==> config.mk <==
export PLATFORM = sky130hd
export DESIGN_NAME = npc_exec_unit
export DESIGN_NICKNAME = d
export VERILOG_FILES = /design/src/rtl/npc_pkg.sv /design/src/rtl/npc_regfile.sv /design/src/rtl/npc_exec_unit.sv
export SDC_FILE = /design/constraint.sdc
export NUM_CORES = 2
export LEC_CHECK = 0
export CAP_MARGIN = 10
export CORE_MARGIN = 1.5
export CORE_UTILIZATION = 50
export CTS_CLUSTER_SIZE = 12
export DETAILED_ROUTE_END_ITERATION = 12
export MAX_ROUTING_LAYER = met4
export PLACE_DENSITY = 0.67
export SLEW_MARGIN = 40
export SYNTH_ARGS = -nofsm -noshare
export SYNTH_HDL_FRONTEND = slang
export SYNTH_SLANG_ARGS = --single-unit
==> constraint.sdc <==
create_clock -name clk -period 12.5 [get_ports clk]
set_input_delay 2.5 -clock clk [delete_from_list [all_inputs] [get_ports clk]]
set_output_delay 2.5 -clock clk [all_outputs]
set_load 0.01 [all_outputs]
==> src/rtl/npc_pkg.sv <==
// npc_pkg: shared widths, ALU one-hot bit indices and register index type for the NPC core
package npc_pkg;
   localparam int XLEN   = 32;
   localparam int NREG   = 32;
   localparam int RIDX_W = $clog2(NREG);
   localparam int ALU_AUIPC = 0;
   localparam int ALU_LUI   = 1;
   localparam int ALU_JAL   = 2;
   localparam int ALU_JALR  = 3;
   localparam int ALU_ADDI  = 4;
   localparam int ALU_ADD   = 5;
   localparam int ALU_LW    = 6;
   localparam int ALU_LBU   = 7;
   typedef logic [RIDX_W-1:0] reg_idx_t;
endpackage

==> src/rtl/npc_regfile.sv <==
// npc_regfile: 2-read/1-write integer register file with async active-low clear and hardwired x0.
// Ports: clk, reset (async, active-low), rs1_i/rs2_i read addresses with combinational
// rdata1_o/rdata2_o, rd_i/wen_i/wdata_i write port committed on the rising clk edge.
module npc_regfile
   import npc_pkg::*;
(
   input  logic            clk,
   input  logic            reset,
   input  reg_idx_t        rs1_i,
   input  reg_idx_t        rs2_i,
   input  reg_idx_t        rd_i,
   input  logic            wen_i,
   input  logic [XLEN-1:0] wdata_i,
   output logic [XLEN-1:0] rdata1_o,
   output logic [XLEN-1:0] rdata2_o
);
   logic [XLEN-1:0] regs_q [NREG];
   always_ff @(posedge clk or negedge reset)
      if (!reset)
         for (int i = 0; i < NREG; i++) regs_q[i] <= '0;
      else if (wen_i && rd_i != '0)
         regs_q[rd_i] <= wdata_i;
   assign rdata1_o = (rs1_i == '0) ? '0 : regs_q[rs1_i];
   assign rdata2_o = (rs2_i == '0) ? '0 : regs_q[rs2_i];
endmodule

==> src/rtl/npc_exec_unit.sv <==
// npc_exec_unit: execute/writeback datapath (register file, AND-OR result ALU, funct3 one-hot decode).
// Ports: clk, reset (async, active-low); funct3 -> hot_funct3; rs1/rs2 -> src1/src2;
// rd/wen write back result; imm, pc, rdata and one-hot alu_op select the result.
module npc_exec_unit
   import npc_pkg::*;
(
   input  logic            clk,
   input  logic            reset,
   input  logic [2:0]      funct3,
   output logic [7:0]      hot_funct3,
   input  reg_idx_t        rs1,
   input  reg_idx_t        rs2,
   input  reg_idx_t        rd,
   input  logic            wen,
   input  logic [XLEN-1:0] imm,
   input  logic [XLEN-1:0] pc,
   input  logic [XLEN-1:0] rdata,
   input  logic [7:0]      alu_op,
   output logic [XLEN-1:0] src1,
   output logic [XLEN-1:0] src2,
   output logic [XLEN-1:0] result
);
   logic [XLEN-1:0] pc_imm, link, s1_imm, s1_s2;
   npc_regfile u_regfile (
      .clk      (clk),
      .reset    (reset),
      .rs1_i    (rs1),
      .rs2_i    (rs2),
      .rd_i     (rd),
      .wen_i    (wen),
      .wdata_i  (result),
      .rdata1_o (src1),
      .rdata2_o (src2)
   );
   assign hot_funct3 = 8'd1 << funct3;
   assign pc_imm = pc + imm;
   assign link   = pc + XLEN'(4);
   assign s1_imm = src1 + imm;
   assign s1_s2  = src1 + src2;
   // One-hot AND-OR mux: an all-zero select yields zero, several bits OR their terms.
   always_comb
      result = ({XLEN{alu_op[ALU_AUIPC]}}                    & pc_imm)
             | ({XLEN{alu_op[ALU_LUI]}}                      & imm)
             | ({XLEN{alu_op[ALU_JAL] | alu_op[ALU_JALR]}}   & link)
             | ({XLEN{alu_op[ALU_ADDI]}}                     & s1_imm)
             | ({XLEN{alu_op[ALU_ADD]}}                      & s1_s2)
             | ({XLEN{alu_op[ALU_LW] | alu_op[ALU_LBU]}}     & rdata);
endmodule

==> results.toml <==
[status]
status = "finished clean"

[sta]
setup_viol = 0
clock.fmax_ghz = 0.0901
slew_headroom = 0.343
worst_slew_pin_slew_ps = 975
finalWorstPathRequiredPeriod_ps = 11100
hold_violations = 0
timing.hold.ws_ps = 397
fin_crit_sh = 0.888
fin_skew_ps = 46.0
tns_ps = 0
finalMaxSlewViolations = 0
setup_ws_ps = 1400
rsz0062_at_grt = "no"

[grt]
grt_pass1_vias = 45500
grt_max_degree = 151
grt_overflow = 0
grt.total_usage = 0.358
grt_pass1_wl_um = 311000
antenna_found_initial = 10

[clock_tree]
cts_buffers = 105
cts_tree = "yes"
clockRootBuffer = "clkbuf_16"
postCtsSetupRepairBufs = 0
cts_resized = 0
cts_hold_repair.buffers = 0
cts.sink_count = 1024
clk_pin_slew_worst_paths_ps = 50
ctsHtreeMaxLevel = 3
ctsLongestPathBuffers = 3
worst_skew_pair.late_latency_ps = 740

[finish]
drive_gt1_frac = 0.230
nets = 5487
top_register = "u_regfile.regs_q"
fill_cells = 9901
reg_top3 = "u_regfile.regs_q: 1024 flops"
area_delta_synth_final_pct = 12.8
fin_area_mm2 = 0.0681
largest_reg_flops = 1024
stdcell_count = 6958
fin_util = 0.569

[detailed_routing]
viasPerCell = 6.76
drtPass1Iterations = 8
drc = 0
dr_total_vias = 47100
dr.first_iter.drc_count = 5610
wirelength_um = 213000
antenna_left = 0
wl_per_cell_um = 30.6

[synth]
yosysTopAreaCellShare = 0.424
syn_avg_cell_area_um2 = 11.3
synthAdderAreaFrac = 0.0205
synthMuxAreaShare = 0.281
syn_area_mm2 = 0.0604
yosys-top-cells-area = "dfrtp_1 42%, mux4_2 24%, a21oi_1 6.0%"
synthCells = 5330
synth_cell_types = 94
synth_common_cells = "1024 x dfrtp_1, 874 x nor2_1, 728 x a21oi_1, 633 x mux4_2, 433 x clkbuf_1"
yosys_register_bits = 1024
synth_fp_nets = 5552
synth_ff_type = "dfrtp_1"
yosys.area_share.xor_xnor = 0.0103
yosysSeqAreaShare = 0.424
synthSimpleGateAreaFrac = 0.0966
synthArstFlopShare = 1.00
synth_edf_count = 0
ys_warn_count = 0
yosys.area.top_type = "dfrtp_1"
yosysMostFrequentCell = "dfrtp_1"
synth_top_family_by_area = "multiplexers"
synth-compound-area-share = 0.128

[worst_setup_path]
crit_arrival_ps = 8600
crit_path_max_incr_delay_ps = 710
critical_path_buf_inv_count = 5
cp-end-kind = "primary output"
crit_fanout = 41
start_kind = "primary input"
crit_required_ps = 10000
path_class = "in2out"
path_delay_family = "buffers and inverters"
cp_cell_sequence = "buf_8 -> buf_16 -> buf_4 -> mux4_2 -> mux4_2 -> mux2i_1 -> nor2_1 -> ha_1 -> and4_4 -> a41oi_1 -> o31a_1 -> a21oi_1 -> o21ai_0 -> mux2_2 -> o211ai_1 -> buf_4 -> clkdlybuf4s50_1"
crit_path_top_delay_cell = "clkdlybuf4s50_1"

[floorplan]
rows = 127
initial_core_util = 0.504
die_h_um = 351
die_area_mm2 = 0.123
fp.dieW_um = 351
io_pins = 229
core_area_mm2 = 0.120

[placement]
gp_congestion = 1.02
place_area_mm2 = 0.0646
port-buffer-count = 228
hpwl_um = 136000
pre_cts_ws_ps = 1500
dpl.cell_count = 6766

[run]
cap_violations = 0

[power_and_ir_drop]
power_density_mw_per_mm2 = 190
leakagePower_nw = 27.0
power_mw = 12.9
irDropWorstVdd_v = 0.000113

[hold_path]
hp-class = "reg2reg"
[worst paths after layout]
kind,startpoint,endpoint,slack (ps),cells past startpoint
worst min register to register,u_regfile.regs_q[999],u_regfile.regs_q[999],400,0
worst max-delay path,rs1[0],result[16],1400,17
worst max register to register,u_regfile.regs_q[103],u_regfile.regs_q[532],6840,14
worst min-delay path,u_regfile.regs_q[999],u_regfile.regs_q[999],400,0
min in group asynchronous,reset,u_regfile.regs_q[772],1760,2
max in group asynchronous,reset,u_regfile.regs_q[719],8660,6
[final cells by class]
cell class                      instances  area [µm²]  share of cell area
Multi-Input combinational cell       3701       33000               0.484
Tap cell                             1612        2020              0.0296
Timing Repair Buffer                  375        3920              0.0576
Antenna cell                           10        25.0            0.000367
Sequential cell                      1024       25600               0.376
Clock inverter                         18         259             0.00380
Clock buffer                          160        3100              0.0455
Inverter                               58         218             0.00320
[where the power goes]
part / total, mW / internal, mW / switching [mW]
Combinational: 4.90 / 2.29 / 2.61
Sequential: 4.90 / 4.21 / 0.692
Clock: 3.11 / 1.78 / 1.34
[cells in the final DEF (no fill, tap or decap), types with 27 or more instances in the layout]
master           synthesis  routed
xnor2_1                 34      34
clkbuf_16                0     108
nand3_1                 42      41
o21ai_1                 49      49
mux2i_1                 90      90
clkdlybuf4s50_1          0     214
o21ai_0                148     148
clkbuf_1               433      32
mux2_2                 160     160
nor2_1                 874     842
a31oi_1                 78      77
a41oi_2                 29      29
nor3_1                  33      31
ha_1                    94      94
inv_1                   50      50
a21o_1                  27      27
mux4_2                 633     633
buf_4                    2      96
nand4_1                 32      32
a21oi_1                728     728
and3_1                  52      52
nand2_1                217     212
nor2_4                   0      32
buf_12                   0      27
dfrtp_1               1024    1024
xor2_1                  37      37
[cell families (layout without fill, tap and decap cells)]
group / after synthesis / after routing
AND/OR/NAND/NOR: 1364 / 1364
AO/OA/AOI/OAI: 1286 / 1286
flip-flops: 1024 / 1024
multiplexers: 883 / 883
buffers and inverters: 605 / 611
adder cells (fa/ha/maj): 97 / 97
XOR/XNOR: 71 / 71
other: 0 / 10
[layer usage]
metal / track usage / wire [µm] / vias up
met4: 0.169 / 11000 / 0
li1: - / - / 19800
met2: 0.510 / 94000 / 2635
met1: 0.483 / 83700 / 24100
met3: 0.0892 / 24300 / 524
met5: - / 0 / -
(Power assumes the default switching activity.)
